==> src/rtl/sub_pkg.sv <==
// rtl/sub_pkg.sv - shared slice width and FSM state type for the nibble-serial subtractor
package sub_pkg;
  localparam int SLICE_W = 4;

  typedef enum logic [1:0] {
    IDLE = 2'd0,
    RUN  = 2'd1,
    DONE = 2'd2
  } state_t;
endpackage

==> src/rtl/nibble_serial_sub_if.sv <==
// rtl/nibble_serial_sub_if.sv - operand/result handshake bundle; ovf present with SUB_SIGNED_OVF_EN
interface nibble_serial_sub_if #(parameter int WIDTH = 16);
  logic             in_valid;
  logic             in_ready;
  logic [WIDTH-1:0] a;
  logic [WIDTH-1:0] b;
  logic             out_valid;
  logic             out_ready;
  logic [WIDTH-1:0] diff;
  logic             borrow;
`ifdef SUB_SIGNED_OVF_EN
  logic             ovf;
`endif

  modport master (
    output in_valid, a, b, out_ready,
    input  in_ready, out_valid, diff, borrow
`ifdef SUB_SIGNED_OVF_EN
    , input ovf
`endif
  );

  modport slave (
    input  in_valid, a, b, out_ready,
    output in_ready, out_valid, diff, borrow
`ifdef SUB_SIGNED_OVF_EN
    , output ovf
`endif
  );
endinterface

==> src/rtl/sub_slice.sv <==
// rtl/sub_slice.sv - 4-bit carry-lookahead adder slice (y arrives already inverted)
module sub_slice
  import sub_pkg::*;
(
  input  logic [SLICE_W-1:0] x,
  input  logic [SLICE_W-1:0] y,
  input  logic               cin,
  output logic [SLICE_W-1:0] s,
  output logic               cout
);
  logic [SLICE_W-1:0] g;
  logic [SLICE_W-1:0] p;
  logic [SLICE_W:0]   c;

  assign g = x & y;
  assign p = x ^ y;

  // Every carry is flattened from generate/propagate terms, none rippled.
  assign c[0] = cin;
  assign c[1] = g[0] | (p[0] & cin);
  assign c[2] = g[1] | (p[1] & g[0]) | (p[1] & p[0] & cin);
  assign c[3] = g[2] | (p[2] & g[1]) | (p[2] & p[1] & g[0]) | (p[2] & p[1] & p[0] & cin);
  assign c[4] = g[3] | (p[3] & g[2]) | (p[3] & p[2] & g[1]) | (p[3] & p[2] & p[1] & g[0])
              | (p[3] & p[2] & p[1] & p[0] & cin);

  assign s    = p ^ c[SLICE_W-1:0];
  assign cout = c[SLICE_W];
endmodule

==> src/rtl/nibble_serial_sub.sv <==
// rtl/nibble_serial_sub.sv - nibble-serial a-b subtractor; SUB_SIGNED_OVF_EN adds signed overflow
module nibble_serial_sub
  import sub_pkg::*;
#(
  parameter int WIDTH = 16
) (
  input  logic                clk,
  input  logic                rst_n,
  nibble_serial_sub_if.slave  bus
);
  localparam int NIB = WIDTH / SLICE_W;
  localparam int CW  = (NIB > 1) ? $clog2(NIB) : 1;
  localparam logic [CW-1:0] LAST = CW'(NIB - 1);

  state_t             state;
  logic [CW-1:0]      cnt;
  logic               carry;
  logic [WIDTH-1:0]   a_r;
  logic [WIDTH-1:0]   b_r;
  logic [WIDTH-1:0]   diff_r;
  logic               borrow_r;
  logic               in_ready_r;
  logic               out_valid_r;
  logic [SLICE_W-1:0] x;
  logic [SLICE_W-1:0] y;
  logic [SLICE_W-1:0] s;
  logic               cout;

  // a - b is formed as a + ~b + 1, so the carry chain starts at 1.
  assign x = a_r[int'(cnt)*SLICE_W +: SLICE_W];
  assign y = ~b_r[int'(cnt)*SLICE_W +: SLICE_W];

  sub_slice u_slice (
    .x    (x),
    .y    (y),
    .cin  (carry),
    .s    (s),
    .cout (cout)
  );

`ifdef SUB_SIGNED_OVF_EN
  logic ovf_r;
  assign bus.ovf = ovf_r;
`endif

  always_ff @(posedge clk or negedge rst_n) begin
    if (!rst_n) begin
      state       <= IDLE;
      cnt         <= '0;
      carry       <= 1'b1;
      a_r         <= '0;
      b_r         <= '0;
      diff_r      <= '0;
      borrow_r    <= 1'b0;
      in_ready_r  <= 1'b1;
      out_valid_r <= 1'b0;
`ifdef SUB_SIGNED_OVF_EN
      ovf_r       <= 1'b0;
`endif
    end else begin
      case (state)
        IDLE: begin
          if (bus.in_valid) begin
            a_r        <= bus.a;
            b_r        <= bus.b;
            cnt        <= '0;
            carry      <= 1'b1;
            in_ready_r <= 1'b0;
            state      <= RUN;
          end
        end
        RUN: begin
          diff_r[int'(cnt)*SLICE_W +: SLICE_W] <= s;
          carry <= cout;
          if (cnt == LAST) begin
            cnt         <= '0;
            borrow_r    <= ~cout;
            out_valid_r <= 1'b1;
            state       <= DONE;
`ifdef SUB_SIGNED_OVF_EN
            // s[SLICE_W-1] is the final diff MSB being written this cycle.
            ovf_r <= (a_r[WIDTH-1] != b_r[WIDTH-1]) && (s[SLICE_W-1] != a_r[WIDTH-1]);
`endif
          end else begin
            cnt <= cnt + 1'b1;
          end
        end
        DONE: begin
          if (bus.out_ready) begin
            out_valid_r <= 1'b0;
            in_ready_r  <= 1'b1;
            state       <= IDLE;
          end
        end
        default: begin
          state       <= IDLE;
          in_ready_r  <= 1'b1;
          out_valid_r <= 1'b0;
        end
      endcase
    end
  end

  assign bus.in_ready  = in_ready_r;
  assign bus.out_valid = out_valid_r;
  assign bus.diff      = diff_r;
  assign bus.borrow    = borrow_r;
endmodule

==> src/flat_wrapper.sv <==
// flat-port wrapper written by rule: the top's interface ports become plain ports
module nibble_serial_sub_flat import sub_pkg::*;
#(
  parameter int WIDTH = 16
)
  (clk, rst_n, bus_in_valid, bus_a, bus_b, bus_out_ready, bus_in_ready, bus_out_valid, bus_diff, bus_borrow);
  nibble_serial_sub_if #(.WIDTH(WIDTH)) bus_i ();
  input  logic clk;
  input  logic rst_n;
  input wire logic [$bits(bus_i.in_valid)-1:0] bus_in_valid;
  input wire logic [$bits(bus_i.a)-1:0] bus_a;
  input wire logic [$bits(bus_i.b)-1:0] bus_b;
  input wire logic [$bits(bus_i.out_ready)-1:0] bus_out_ready;
  output wire logic [$bits(bus_i.in_ready)-1:0] bus_in_ready;
  output wire logic [$bits(bus_i.out_valid)-1:0] bus_out_valid;
  output wire logic [$bits(bus_i.diff)-1:0] bus_diff;
  output wire logic [$bits(bus_i.borrow)-1:0] bus_borrow;
  assign bus_i.in_valid = bus_in_valid;
  assign bus_i.a = bus_a;
  assign bus_i.b = bus_b;
  assign bus_i.out_ready = bus_out_ready;
  assign bus_in_ready = bus_i.in_ready;
  assign bus_out_valid = bus_i.out_valid;
  assign bus_diff = bus_i.diff;
  assign bus_borrow = bus_i.borrow;
  nibble_serial_sub #(.WIDTH(WIDTH)) u_core (.clk(clk), .rst_n(rst_n), .bus(bus_i));
endmodule
==> config.mk <==
export PLATFORM = sky130hd
export DESIGN_NAME = nibble_serial_sub_flat
export DESIGN_NICKNAME = d
export VERILOG_FILES = /design/src/rtl/sub_pkg.sv /design/src/rtl/nibble_serial_sub_if.sv /design/src/rtl/sub_slice.sv /design/src/rtl/nibble_serial_sub.sv /design/src/flat_wrapper.sv
export SDC_FILE = /design/constraint.sdc
export NUM_CORES = 1
export LEC_CHECK = 0
export CORE_MARGIN = 8
export CORE_UTILIZATION = 37
export DETAILED_ROUTE_END_ITERATION = 6
export DONT_BUFFER_PORTS = 1
export PLACE_DENSITY = 0.54
export RECOVER_POWER = 50
export SYNTH_ARGS = -nofsm -noshare
export SYNTH_HDL_FRONTEND = slang
export SYNTH_SLANG_ARGS = --single-unit
==> constraint.sdc <==
create_clock -name clk -period 2.7 [get_ports clk]
set_clock_uncertainty 0.15 [all_clocks]
set_input_delay 0.27 -clock clk [delete_from_list [all_inputs] [get_ports clk]]
set_output_delay 0.27 -clock clk [all_outputs]
set_load 0.02 [all_outputs]
==> summary.txt <==
Layout
  • Commonest non-fill, non-tap cell in the layout: dfrtp_1
  • Layout area overhead: 22.0%
  • # fillers: 664
  • Final nets: between 200 and 300
  • Most frequent cells in the layout: 54 x dfrtp_1, 35 x dlygate4sd3_1, 31 x mux2_2
  • Fraction of layout cells with a size suffix above 1: 0.228
  • Post-route cell area: 0.00320 mm²
  • Final Non-Filler Cells: 337
  • Antenna diode count: 0

Power and ir drop
  • VDD IR max: 0.583 mV
  • Post-layout power: 4.30 mW
  • P_leak: 1.37 nW
  • P per Cell Area: 1340 mW/mm²

Detailed routing
  • WL/cell: roughly 16 µm
  • Via/cell ratio: 4.92
  • DRT iter0 DRCs: 87
  • Total routed wirelength: 5.37 mm
  • Drt first pass iters: 4
  • Post-DRT Antenna Nets: 0
  • Drt drc: 0
  • Vias: 1659

Critical path
  • FF-to-FF Start: u_core.cnt[0]
  • Crit. End Element: flip-flop
  • Reg2Reg Depth: 7
  • Critical Path AT: 2540 ps
  • Crit Path Max Fanout: 17
  • Reg2reg end: u_core.bus.diff[3]
  • Worst R2R Setup Slack: 200 ps
  • Startpoint types: flip-flop
  • Worst path required time: 2740 ps
  • Critical path class: flip-flop to flip-flop

STA
  • Slew Viols, Final: 0
  • Max-slew headroom at the worst pin: 0.0992
  • Final setup viols: 0
  • Slew @ Worst Pin: 1350 ps
  • Unrepaired setup endpoints after global routing: false
  • Period minus WS final: 2500 ps
  • Final worst-path cycle share: 0.926
  • TNS Setup: 0 ps
  • Final hold viol count: 0
  • Maximum clock rate: 0.400 GHz

Clock network
  • Max Buffers Root-to-Sink: 2
  • Clk pin slew, worst setup/hold paths: 100 ps
  • Clock root buffer: clkbuf_8
  • Worst skew pair latency: 310 ps
  • Clk sinks: 56
  • CTS tree: yes
  • CTS Buf Count: 5
  • Setup Fix Bufs, Post-CTS: 0
  • CTS H-tree lvls: 2

Global routing
  • Vias in the first global route: about 1800
  • Largest net degree at the start of global routing: 57
  • First-pass GRT wire length: 9.16 mm
  • Total grt overflow: 0
  • Tot GR Track Use: 0.115
  • Antenna violations before repair: 0

Hold path
  • Min-Delay Path Class: input port to flip-flop
  • Hold endpoint: u_core.bus.in_ready
  • Hold Startpoint: bus_in_valid
  • Hold path depth: 2

Logic synthesis
  • Main synth FF type: dfrtp_1
  • Post-synthesis cell type count: 30
  • FFs w/ async S/R, synth: 1.00
  • Seq/Total Area, Yosys: 0.536
  • EDFF count, synth: 0
  • Ys Warns: 0
  • Post-synthesis cell area: 0.00262 mm²
  • Synthesized instance count: 201
  • Mapped Nets: 248
  • Syn_area_per_cell: between 10 and 15 µm²
  • Number of synthesized register bits: 56

Place
  • Placed insts: between 200 and 300
  • Dpl cell area: 0.00271 mm²
  • Port bufs: 0
  • Final Wtd Congestion: 0.757
  • Post-DP HPWL: 3.94 mm

Floorplan
  • Initial core utilization: 0.384
  • DIE HEIGHT: 100 µm
  • I/O pin total: 55
  • Row cnt: 30
  • Core region area: between 0.006 and 0.007 mm²
  • Die area: 0.0100 mm²
  • Die width: 100 µm

Run
  • Max cap viols: 0

Run status
  • Status: completed
==> logic make-up after synthesis <==
family,Yosys count,share of synthesized area
XOR/XNOR,1,0.00334
buffers and inverters,18,0.0420
adder cells (fa/ha/maj),11,0.0554
flip-flops,56,0.536
multiplexers,41,0.210
AO/OA/AOI/OAI,32,0.0802
AND/OR/NAND/NOR,42,0.0735
==> cell usage after synthesis, types with 4 or more instances <==
cell type | n | area (µm²)
buf_6 | 5 | 56.3
inv_1 | 10 | 37.5
nor2_1 | 5 | 18.8
mux2_2 | 31 | 349
mux4_2 | 8 | 180
o31ai_1 | 7 | 52.6
nand2_1 | 28 | 105
o21ai_0 | 15 | 75.1
nand4_1 | 4 | 25.0
ha_1 | 10 | 125
dfrtp_1 | 54 | 1350
==> cell type report <==
type | count | area, µm² | share of cell area
clock buffer | 6 | 82.6 | 0.0258
clock inverter | 2 | 38.8 | 0.0121
inverter | 10 | 37.5 | 0.0117
multi-input combinational | 127 | 1120 | 0.349
sequential | 56 | 1400 | 0.439
tap | 96 | 120 | 0.0376
timing repair buffer | 40 | 398 | 0.124
==> through the flow <==
stage | util | hold WS [ps] | setup WS, ps
CTS | 0.470 | 22.3 | 105
floorplan | - | -176 | 204
finish | 0.468 | 33.2 | 201
detailed placement | 0.397 | -174 | 123
global route | 0.468 | 20.4 | 12.5
global placement | 0.397 | -173 | 169
==> power breakdown <==
part	total, mW	switching, mW	leakage [nW]	internal [mW]
Clock	0.580	0.276	0.0614	0.304
Sequential	1.63	0.396	0.690	1.23
Combinational	2.09	1.06	0.620	1.03
Total	4.30	1.73	1.37	2.56
==> worst max-delay path: stages (launching register included) <==
cell and delay [ps]:
dfrtp_1 380, buf_12 170, mux4_2 530, ha_1 320
a211oi_1 230, nor2_1 160, o311ai_4 300, o21ai_0 140
==> how the worst max path moves through the flow <==
| stage | endpoint | cells past startpoint | slack (ps) | start |
|---|---|---|---|---|
| final | u_core.bus.diff[3] | 7 | 200 | u_core.cnt[0] |
| after CTS | u_core.bus.diff[3] | 7 | 100 | u_core.cnt[0] |
| after global placement | u_core.bus.diff[11] | 7 | 170 | u_core.cnt[0] |
| after detailed placement | u_core.bus.diff[3] | 7 | 120 | u_core.cnt[0] |
| after floorplan | u_core.bus.diff[11] | 8 | 200 | u_core.cnt[0] |
| after global routing | u_core.bus.diff[7] | 7 | 10 | u_core.cnt[0] |
==> timing repair <==
item	4_1_cts	5_1_grt
gates resized for setup	0	1
endpoints found under the hold margin	91	0
setup endpoints to repair	0	4
hold buffers	36	0
==> per-layer routing <==
layer,wire length [µm],share of wire,GRT usage,vias to the layer above
met5,0,0,0,-
met4,71,0.013,0.0384,0
met3,305,0.057,0.0318,6
met2,2550,0.47,0.175,43
met1,2450,0.46,0.153,817
li1,-,-,-,793
==> registers in the layout (all words and copies together), names as in the netlist <==
name,count
u_core.a_r,16
u_core.b_r,16
u_core.bus.borrow,1
u_core.bus.diff,16
u_core.bus.in_ready,1
u_core.bus.out_valid,1
u_core.carry,1
u_core.cnt,2
u_core.state,2
(Power assumes the default switching activity.)
